**src/rtl/periph_pkg.sv**
```systemverilog
// rtl/periph_pkg.sv - shared constants and types for the FIFO drain engine
package periph_pkg;

   localparam int DATA_W     = 32;
   localparam int SKID_DEPTH = 2;
   localparam int OCC_W      = $clog2(SKID_DEPTH + 1);

   typedef enum logic [1:0] {
      IDLE    = 2'd0,
      ISSUE   = 2'd1,
      CAPTURE = 2'd2
   } drain_state_t;

endpackage

```
**src/rtl/skid_buf2.sv**
```systemverilog
// rtl/skid_buf2.sv - 2-entry FIFO-ordered skid buffer with simultaneous push/pop
module skid_buf2 #(
   parameter int W = periph_pkg::DATA_W
) (
   input  logic                         clk,
   input  logic                         rst,
   input  logic                         push,
   input  logic [W-1:0]                 push_data,
   input  logic                         pop,
   output logic [W-1:0]                 head_data,
   output logic [periph_pkg::OCC_W-1:0] occupancy
);
   import periph_pkg::*;

   logic [W-1:0] tail_q;
   logic         do_pop;

   assign do_pop = pop && (occupancy != '0);

   always_ff @(posedge clk) begin
      if (rst) begin
         head_data <= '0;
         tail_q    <= '0;
         occupancy <= '0;
      end else begin
         case ({push, do_pop})
            2'b10: begin
               // An empty buffer loads straight into the head; no bypass to the output.
               if (occupancy == '0)
                  head_data <= push_data;
               else
                  tail_q <= push_data;
               occupancy <= occupancy + OCC_W'(1);
            end
            2'b01: begin
               head_data <= tail_q;
               occupancy <= occupancy - OCC_W'(1);
            end
            2'b11: begin
               if (occupancy == OCC_W'(1)) begin
                  head_data <= push_data;
               end else begin
                  head_data <= tail_q;
                  tail_q    <= push_data;
               end
            end
            default: ;
         endcase
      end
   end

endmodule

```
**src/rtl/fifo_drain.sv**
```systemverilog
// rtl/fifo_drain.sv - FIFO read-side drain engine feeding a skid-buffered valid/ready stream
module fifo_drain #(
   parameter int DATA_W = periph_pkg::DATA_W,
   parameter int CNT_W  = 16
) (
   input  logic              clk,
   input  logic              rst,
   input  logic              enable,
   input  logic              fifo_empty,
   input  logic [DATA_W-1:0] fifo_dout,
   output logic              fifo_rd_en,
   output logic              m_valid,
   input  logic              m_ready,
   output logic [DATA_W-1:0] m_data,
   output logic [CNT_W-1:0]  words_out,
   output logic              busy
);
   import periph_pkg::*;

   drain_state_t     state;
   logic [OCC_W-1:0] occ;
   logic [OCC_W:0]   occ_after;
   logic             accept;
   logic             capture;
   logic             can_issue;

   assign accept  = m_valid && m_ready;
   assign capture = (state == CAPTURE);

   // Occupancy once this edge settles, counting the word being captured now;
   // a new pop is only allowed while that leaves room for the next in-flight word.
   assign occ_after = {1'b0, occ} + {{OCC_W{1'b0}}, capture} - {{OCC_W{1'b0}}, accept};
   assign can_issue = enable && !fifo_empty && (occ_after < (OCC_W+1)'(SKID_DEPTH));

   always_ff @(posedge clk) begin
      if (rst) begin
         state      <= IDLE;
         fifo_rd_en <= 1'b0;
      end else begin
         case (state)
            IDLE: begin
               if (can_issue) begin
                  state      <= ISSUE;
                  fifo_rd_en <= 1'b1;
               end
            end
            ISSUE: begin
               state      <= CAPTURE;
               fifo_rd_en <= 1'b0;
            end
            CAPTURE: begin
               if (can_issue) begin
                  state      <= ISSUE;
                  fifo_rd_en <= 1'b1;
               end else begin
                  state      <= IDLE;
                  fifo_rd_en <= 1'b0;
               end
            end
            default: begin
               state      <= IDLE;
               fifo_rd_en <= 1'b0;
            end
         endcase
      end
   end

   always_ff @(posedge clk) begin
      if (rst)
         words_out <= '0;
      else if (accept)
         words_out <= words_out + CNT_W'(1);
   end

   skid_buf2 #(.W(DATA_W)) u_skid (
      .clk       (clk),
      .rst       (rst),
      .push      (capture),
      .push_data (fifo_dout),
      .pop       (accept),
      .head_data (m_data),
      .occupancy (occ)
   );

   assign m_valid = (occ != '0);
   assign busy    = (state != IDLE) || m_valid;

endmodule

```
**config.mk**
```make
export PLATFORM = sky130hd
export DESIGN_NAME = fifo_drain
export DESIGN_NICKNAME = d
export VERILOG_FILES = /design/src/rtl/periph_pkg.sv /design/src/rtl/skid_buf2.sv /design/src/rtl/fifo_drain.sv
export SDC_FILE = /design/constraint.sdc
export NUM_CORES = 1
export LEC_CHECK = 0
export CAP_MARGIN = 20
export CORE_UTILIZATION = 40
export CTS_CLUSTER_DIAMETER = 150
export DETAILED_ROUTE_END_ITERATION = 8
export PLACE_DENSITY = 0.66
export SETUP_SLACK_MARGIN = 0.5
export SYNTH_ARGS = -nofsm -noshare
export SYNTH_HDL_FRONTEND = slang
export SYNTH_SLANG_ARGS = --single-unit
```
**constraint.sdc**
```tcl
create_clock -name clk -period 4.8 [get_ports clk]
set_clock_uncertainty 0.15 [all_clocks]
set_input_delay 0.96 -clock clk [delete_from_list [all_inputs] [get_ports clk]]
set_output_delay 0.96 -clock clk [all_outputs]
set_load 0.02 [all_outputs]
```
==> results.yml <==
global_routing:
  antenna_found_initial: 0
  grt_pass1_vias: 2932
  track_usage_pct: 17.8
  busiest_layer: "met2"
  use_met2_pct: 29.0
  grt_max_degree: 56
  grt_pass1_wl_um: 14100
  use_met1_pct: 24.2
  globalRouteMet3Util_pct: 2.48
  grt_overflow: 0
clock_network:
  clock-sinks: 85
  clock-root-buffer: "clkbuf_8"
  holdBufCountCts: 0
  cts_resized: 0
  clk_pin_slew_ns: 0.09
  cts_buffer_depth: 2
  h-tree-depth: 3
  cts-buffers-inserted: 9
  post_cts_buffers: 0
  cts_tree: "built"
  worstSkewPairLatency_ns: 0.35
synthesis:
  synth_most_common_cell: "dfxtp_1"
  synth.distinct_cells: 39
  synthArstFlopShare_pct: 0
  synth_flop_cell: "dfxtp_1"
  yosys.area.top_type_share_pct: 45.6
  synth_commonest_cells: "dfxtp_1 (85), nand2_1 (72), nor2_1 (47), a21oi_1 (36), nor3_1 (32)"
  synthesis.nets: 449
  synth_area_per_cell_um2: 9.24
  synth_area_leaders: "dfxtp_1 (46%), a221oi_2 (12%), nand2_1 (7.2%)"
  synth_seq_area_share_pct: 45.6
  synth_edf_count: 0
  yosys_warnings: 0
  ys_seq_elements: 85
  syn_area_mm2: 0.00373
  yosys.area.top_type: "dfxtp_1"
  syn_inst: 404
timing:
  hold_viol: 0
  finalSetupViolCount: 0
  finalMaxSlewViolations: 0
  rsz0062_at_grt: "false"
  period_needed_ns: 3.31
  tightestPinTransition_ns: 1.02
  finalWorstSetupSlack_ns: 1.49
  relSlewSlack_pct: 32.2
  setup-tns-final_ns: 0
  fmax_mhz: 302
  min_period_over_period_pct: 69.0
placement:
  dp_hpwl_um: 5620
  routabilityCongestion: 0.771
  placed_cells: 575
  numPortBuffers: 87
  place_ws_ns: 1.08
critical_path:
  critPathMaxFanout: 32
  setup.worst_path.start_class: "primary input"
  crit_chain: "clkdlybuf4s50_1 > nand2b_1 > inv_6 > ha_1 > nand2_1 > nand2_2 > a221oi_2 > nor3_2"
  arrival_ns: 3.37
  critPathKind: "in -> reg"
  r2r_start: "u_skid.occupancy[1]$_SDFFE_PP0P_"
  end_kind: "flop"
  reg2reg_slack_ns: 1.71
  required_ns: 4.85
  reg2reg_to: "u_skid.head_data[3]$_SDFFE_PP0P_"
  r2r_cells: 9
  cpMaxStageDelayCell: "nand2_2"
  cp_slowest_stage_delay_ns: 0.55
floorplan:
  die_h_um: 98.6
  io_pins: 88
  die_area_mm2: 0.00973
  die_w_um: 98.6
  coreArea_mm2: 0.00889
  start_util_pct: 42.0
  rows: 34
routing:
  drc: 0
  drtAntennaViolNets: 0
  first_pass_iters: 4
  wl_um: 8580
  drtIter0Drc: 98
  viasPerCell: 5.21
  vias: 3071
  routedWlPerCell_um: 14.5
worst_hold_path:
  min_to: "u_skid.tail_q[0]$_SDFFE_PP0P_"
  holdPathStages: 2
  worst_hold_path_type: "reg -> reg"
  hold_path.startpoint: "u_skid.tail_q[0]$_SDFFE_PP0P_"
power:
  p_leak_nw: 1.66
  max-vdd-ir-drop_mv: 0.193
  powerDensity_mw_per_mm2: 551
layout:
  diodes: 0
  final_nets: 523
  areaGrowthSynthToFinish_pct: 28.0
  postLayoutCoreUtil_pct: 53.8
  drive_gt1_share_pct: 13.3
  stdcell_count: 590
run:
  max_cap_violations: 0
outcome:
  run_status: "finished, final reports clean"
[layout make-up]
class	instances	area, um^2
clock buffer	9	124
clock inverter	6	70.1
fill	809	4110
inverter	7	31.3
multi-input combinational	283	1820
sequential	85	1700
tap	108	135
timing repair buffer	92	903
[per-layer routing]
layer  vias up  routed length [um]
met1      1442                4080
met2        58                4100
met4         0                 154
met3        12                 242
li1       1559                   -
met5         -                   0
[logic make-up (layout without fill, tap and decap cells)]
kind of cell               count (synthesis)  after routing  synth area share, %
xor gates and xnor gates                  15             15                 3.52
DFF                                       85             85                 45.6
and+or+nand+nor                          185            185                 23.0
AOI/OAI and AO/OA                         75             75                 19.0
adders and majority gates                  8              8                 2.88
buffers and inverters                     36            114                 6.00
[per-stage QoR]
step / cell area, um^2 / hold slack, ns / power [mW]
after floorplan: 3730 / 0.286 / 1.75
after global placement: 4590 / 0.293 / 2.14
after detailed placement: 4590 / 0.300 / 2.16
after CTS: 4780 / 0.312 / 2.66
after global routing: 4780 / 0.335 / 2.80
final: 4780 / 0.312 / 2.64
[worst max path at each step]
stage | start | endpoint | slack, ns | cells after the start
finish | m_ready | u_skid.head_data[3]$_SDFFE_PP0P_ | 1.49 | 8
global route | m_ready | u_skid.head_data[9]$_SDFFE_PP0P_ | 1.25 | 8
CTS | m_ready | u_skid.tail_q[26]$_SDFFE_PP0P_ | 1.45 | 9
detailed placement | m_ready | u_skid.tail_q[26]$_SDFFE_PP0P_ | 1.08 | 9
global placement | m_ready | u_skid.head_data[31]$_SDFFE_PP0P_ | 1.17 | 8
floorplan | m_ready | fifo_rd_en$_SDFFE_PP0P_ | 2.07 | 9
[cells in the final DEF, fill, tap and decap left out, types with 5 or more instances in the layout]
master,Yosys,final
buf_4,0,5
clkdlybuf4s50_1,0,86
nor4_1,5,5
inv_1,6,6
a21oi_1,36,36
nor3_1,32,32
nor2_1,47,47
a221oi_2,30,30
dfxtp_1,85,85
clkbuf_8,0,9
xor2_1,5,5
nand2_1,72,71
xnor2_1,10,10
ha_1,7,7
nand3_1,5,5
[sequential cells by signal (all words and copies together), names as in the netlist]
register and count:
u_skid.head_data 32, u_skid.tail_q 32, words_out 16, state 2, u_skid.occupancy 2, fifo_rd_en 1
[power breakdown]
group | leakage [nW] | switching, mW | internal, mW
sequential | 0.690 | 0.0919 | 0.862
clock | 0.0883 | 0.265 | 0.241
combinational | 0.878 | 0.679 | 0.497
[critical path: cells and delay by family]
family	cells	cell delay [ns]
and+or+nand+nor	4	1.13
adders and majority gates	1	0.23
buffers and inverters	2	0.57
AOI/OAI and AO/OA	1	0.47
(Power assumes the default switching activity.)
